$ cat src/rtl/ifu_pkg.sv
// Shared constants and the fetch-queue entry type for the instruction-fetch unit.
package ifu_pkg;
  localparam int unsigned XLEN_MAX = 64;
  localparam logic [31:0] NOP_INSTR = 32'h0000_0013;
  localparam logic [XLEN_MAX-1:0] DEFAULT_RESET_PC = 64'h0000_0000_8000_0000;

  typedef struct packed {
    logic [XLEN_MAX-1:0] pc;
    logic [31:0]         instr;
    logic                filled;
  } fq_entry_t;
endpackage

$ cat src/rtl/ifu_fetchq.sv
// Instruction fetch with an in-order allocate-then-fill queue; redirects discard stale fetches.
// All channels are valid/ready: a transfer happens on a posedge where both are high, valid never waits on ready.
module ifu_fetchq
  import ifu_pkg::*;
#(
  parameter int unsigned     XLEN     = 64,
  parameter int unsigned     DEPTH    = 4,
  parameter logic [XLEN-1:0] RESET_PC = XLEN'(DEFAULT_RESET_PC)
) (
  input  logic            clk,
  input  logic            rst,
  input  logic            redirect_en,
  input  logic [XLEN-1:0] redirect_pc,
  output logic            req_valid,
  output logic [XLEN-1:0] req_addr,
  input  logic            req_ready,
  input  logic            rsp_valid,
  input  logic [31:0]     rsp_instr,
  output logic            out_valid,
  output logic [XLEN-1:0] out_pc,
  output logic [31:0]     out_instr,
  output logic [XLEN-1:0] out_snxt_pc,
  input  logic            out_ready
);
  localparam int unsigned PW = $clog2(DEPTH);
  localparam int unsigned CW = PW + 1;
  localparam logic [CW:0] LIM = DEPTH[CW:0];

  fq_entry_t       r_q [DEPTH];
  logic [XLEN-1:0] r_pc;
  logic [PW-1:0]   r_alloc;
  logic [PW-1:0]   r_fill;
  logic [PW-1:0]   r_head;
  logic [CW-1:0]   r_occ;
  logic [CW-1:0]   r_drop;
  logic [CW-1:0]   r_pend;

  logic [CW:0]     w_inflight;
  fq_entry_t       w_head;
  logic            w_req_fire;
  logic            w_out_fire;
  logic            w_rsp_drop;
  logic            w_rsp_fill;
  logic            w_rsp_owed;

  // r_pend counts allocated-but-unfilled entries; it is what a redirect turns into owed drops.
  assign w_inflight  = {1'b0, r_occ} + {1'b0, r_drop};
  assign w_head      = r_q[r_head];

  assign req_valid   = !rst && !redirect_en && (w_inflight < LIM);
  assign req_addr    = r_pc;
  assign out_valid   = !rst && !redirect_en && w_head.filled;
  assign out_pc      = rst ? '0 : w_head.pc[XLEN-1:0];
  assign out_instr   = out_valid ? w_head.instr : NOP_INSTR;
  assign out_snxt_pc = out_pc + XLEN'(4);

  assign w_req_fire  = req_valid && req_ready;
  assign w_out_fire  = out_valid && out_ready;
  assign w_rsp_drop  = rsp_valid && (r_drop != '0);
  assign w_rsp_fill  = rsp_valid && (r_drop == '0) && (r_pend != '0);
  assign w_rsp_owed  = rsp_valid && ((r_drop != '0) || (r_pend != '0));

  always_ff @(posedge clk) begin
    if (rst) begin
      r_pc    <= RESET_PC;
      r_alloc <= '0;
      r_fill  <= '0;
      r_head  <= '0;
      r_occ   <= '0;
      r_drop  <= '0;
      r_pend  <= '0;
      for (int i = 0; i < DEPTH; i++) r_q[i] <= '0;
    end else if (redirect_en) begin
      // A response landing this cycle pays off one of the requests being discarded.
      r_pc    <= redirect_pc;
      r_alloc <= '0;
      r_fill  <= '0;
      r_head  <= '0;
      r_occ   <= '0;
      r_pend  <= '0;
      r_drop  <= r_drop + r_pend - CW'(w_rsp_owed);
      for (int i = 0; i < DEPTH; i++) r_q[i].filled <= 1'b0;
    end else begin
      if (w_req_fire) begin
        r_q[r_alloc] <= '{pc: XLEN_MAX'(r_pc), instr: NOP_INSTR, filled: 1'b0};
        r_pc         <= r_pc + XLEN'(4);
        r_alloc      <= r_alloc + PW'(1);
      end
      if (w_rsp_fill) begin
        r_q[r_fill].instr  <= rsp_instr;
        r_q[r_fill].filled <= 1'b1;
        r_fill             <= r_fill + PW'(1);
      end
      if (w_out_fire) begin
        r_q[r_head].filled <= 1'b0;
        r_head             <= r_head + PW'(1);
      end
      if (w_rsp_drop) r_drop <= r_drop - CW'(1);
      r_occ  <= r_occ + CW'(w_req_fire) - CW'(w_out_fire);
      r_pend <= r_pend + CW'(w_req_fire) - CW'(w_rsp_fill);
    end
  end

  // A response with nothing owed is an environment bug; the logic above simply ignores it.
  a_rsp_owed: assert property (@(posedge clk) disable iff (rst)
    rsp_valid |-> ((r_drop != '0) || (r_pend != '0)));
endmodule

$ cat config.mk
export PLATFORM = sky130hd
export DESIGN_NAME = ifu_fetchq
export DESIGN_NICKNAME = d
export VERILOG_FILES = /design/src/rtl/ifu_pkg.sv /design/src/rtl/ifu_fetchq.sv
export SDC_FILE = /design/constraint.sdc
export NUM_CORES = 1
export LEC_CHECK = 0
export ABC_AREA = 1
export CAP_MARGIN = 40
export CORE_AREA = 2 2 230 232
export CTS_CLUSTER_DIAMETER = 80
export DETAILED_ROUTE_END_ITERATION = 10
export DIE_AREA = 0 0 232 234
export PLACE_DENSITY = 0.75
export SYNTH_ARGS = -nofsm -noshare
export SYNTH_HDL_FRONTEND = slang
export SYNTH_SLANG_ARGS = --single-unit
$ cat constraint.sdc
create_clock -name clk -period 3.4 [get_ports clk]
set_input_delay 0.51 -clock clk [delete_from_list [all_inputs] [get_ports clk]]
set_output_delay 0.51 -clock clk [all_outputs]
set_load 0.01 [all_outputs]
==> results.cfg <==
[global_routing]
grt_max_degree = 66
grt_overflow = 0
grt_pass1_vias = 23160
grt_pass1_wl_mm = 136.1
grt_antenna_before_repair = 1
gr-usage-all-layers_pct = 33.28

[placement]
port_buffers = 327
place_ws_ps = -126.0
place_congestion = 1.025
dpl_cell_area_mm2 = 0.03101
hpwl_mm = 64.65

[floorplan]
start_util_pct = 49.21
num_rows = 84
fp.coreArea_mm2 = 0.05202
io_pins = 328
die_h_um = 234
die_x_um = 232
dieArea_mm2 = 0.05429

[detailed_routing]
vias = 25030
drtAntennaViolNets = 0
drt-total-wl_mm = 94.19
initialDrtViolationCount = 2641
wl_per_cell_um = 20.67
drc = 0
via_per_inst = 5.493
first_pass_iters = 6

[yosys]
synth.area.mux_share_pct = 0
synth_top_area_cell = edfxtp_1
synth_top_family_by_area = simple AND/OR/NAND/NOR gates
yosys-top-cells-area = edfxtp_1 (45%), nor2_1 (12%), nand2_1 (12%)
postSynthCellCount = 3300
async_flop_share_pct = 0
synth_xor_area_share_pct = 2.224
synth_edf_count = 384
yosysWarningCount = 0
synthFlopType = edfxtp_1
yosysSeqAreaShare_pct = 51.69
synth_compound_area_share_pct = 5.733
synth.distinct_cells = 37
ys_ff_latch = 469
synth_nets = 3430
synth.most_common_cell = nor2_1
avgSynthCellArea_um2 = 7.758
synth_fa_ha_area_share_pct = 1.456
syn-cell-area_mm2 = 0.02560
synth_top_area_share_pct = 45.04
synth_common_cells = nor2_1 (832), nand2_1 (813), edfxtp_1 (384)
yosys.area_share.simple_pct = 31.23

[timing]
maxSlewViolCount = 0
slew_headroom_pct = 43.88
tightest_slew_ps = 835.3
finalSetupViolCount = 14
grt_setup_unrepaired = yes
finalWorstSetupSlack_ps = -173.6
min_period_ps = 3574
hold_viol = 0
period_share_pct = 105.1
fmax_mhz = 279.8
hold-worst-slack_ps = 272.4
fin_worst_skew_ps = 13.58

[power_and_ir_drop]
p_per_area_mw_per_mm2 = 387.1
p_total_w = 0.01360
ir_worst_vdd_v = 0.0003255
leakagePower_nw = 14.41

[clock_tree]
clockRootBuffer = clkbuf_16
cts_buffer_depth = 3
cts.htree.levels = 2
cts_tree = done
cts_made_buffers = 46
worstSkewPairLatency_ps = 610
cts_sinks = 469
holdBufCountCts = 0
clkSlewWorstSetupHoldPaths_ps = 70

[final_layout]
fin_area_mm2 = 0.03515
nets = 3961
multi_input_area_mm2 = 0.01217
area_delta_synth_final_pct = 37.29
seq_area_mm2 = 0.01324
layout-drive-gt1-share_pct = 21.77
fin_util_pct = 67.56
nFillCells = 4156

[hold_path]
hold_depth = 4
hold_path.class = primary input to flip-flop
min_from = redirect_en

[worst_setup_path]
critPathKind = flip-flop to output pin
critPathSlowestCell = dfxtp_4
critPathMaxFanout = 7
rr_endpoint = r_occ[2]$_SDFF_PP0_
slowest_delay_ps = 410
reg2reg_setup_slack_ps = 250
worst-r2r-cell-count = 17
start_kind = flip-flop
end_kind = output pin
path_cells = buf_8, clkbuf_16, nand2_1, nand3_2, nand2_4, nand2_4, inv_4, ha_4, inv_4, nor3_4, nand2_2, buf_6, nor2_4, buf_4, xor2_1, buf_2
crit_required_ps = 2890
worstPathArrival_ps = 3060

[status]
status = complete, but fails checks
violations = setup timing

[flow_run]
max_cap_viol_count = 0
[layout by cell type, fill, tap and decap left out, types with 105 or more instances in the layout]
cell type        count
buf_4              229
clkdlybuf4s50_1    231
edfxtp_1           384
inv_1              294
nand2_1            693
nand2_2            105
nand3_1            151
nor2_1             698
o21ai_0            160
[registers in the layout, indices dropped and copies added (netlist names), named ones only]
| register | count |
|---|---|
| r_occ | 3 |
| r_drop | 3 |
| r_q | 388 |
| req_addr | 64 |
| r_pend | 3 |
| r_head | 2 |
| r_fill | 2 |
| r_alloc | 2 |
[power by group]
| part | internal, W | switching, W | total (W) |
|---|---|---|---|
| clock | 0.00307 | 0.00230 | 0.00537 |
| combinational | 0.000644 | 0.00100 | 0.00164 |
| sequential | 0.00645 | 0.000145 | 0.00659 |
| total | 0.0102 | 0.00344 | 0.0136 |
[worst max-delay path by stage]
| stage | from | end | slack, ps | cells after the start |
|---|---|---|---|---|
| after CTS | flip-flop | out_snxt_pc[51] | -280 | 15 |
| final | flip-flop | out_snxt_pc[24] | -170 | 16 |
| after global routing | flip-flop | out_snxt_pc[24] | -240 | 16 |
| after detailed placement | rst | out_snxt_pc[30] | -130 | 12 |
| after global placement | rst | out_snxt_pc[30] | -110 | 12 |
| after floorplan | redirect_en | r_q[1][33]$_SDFFCE_PN0P_ | 370 | 10 |
[per-layer routing]
metal | vias to the layer above | global-route usage, % | wire (um)
met3 | 221 | 4.888 | 9150
met5 | - | 0 | 0
met4 | 0 | 15.12 | 4576
met1 | 11750 | 45.46 | 36840
li1 | 11660 | - | -
met2 | 1402 | 52.71 | 43620
[timing repair]
| action | CTS | global route |
|---|---|---|
| resized for setup | 323 | 438 |
| buffers inserted | 23 | 44 |
| cloned | 6 | 7 |
| setup endpoints to repair | 107 | 75 |
| pin swaps | 36 | 98 |
[kinds of logic after synthesis]
kind of cell / count (synthesis)
and+or+nand+nor: 1985
buffers and inverters: 471
DFF: 469
AOI/OAI and AO/OA: 282
xor gates and xnor gates: 65
adders and majority gates: 28
[worst max-delay path: cells and delay by family (launching register included)]
family	cells	cell delay, ps
fa+ha+maj	1	150
buf+inv	7	900
simple gates	7	860
xor+xnor	1	130
flops	1	410
[cell type report]
| type | count | area share [%] |
|---|---|---|
| clock buffer | 55 | 3.400 |
| multi-input combinational | 2360 | 34.63 |
| timing repair buffer | 629 | 17.20 |
| sequential | 469 | 37.67 |
| tap | 688 | 2.449 |
| antenna | 1 | 0.007120 |
| timing repair inverter | 1 | 0.04628 |
| clock inverter | 29 | 1.043 |
| inverter | 324 | 3.546 |
[metrics by stage]
step / setup TNS (ps) / std cells
floorplan: 0 / 3300
global placement: -391.1 / 4392
finish: -1083 / 4556
CTS: -5048 / 4505
detailed placement: -540.6 / 4392
global route: -3642 / 4556
Power figures use the tool's default switching activity.
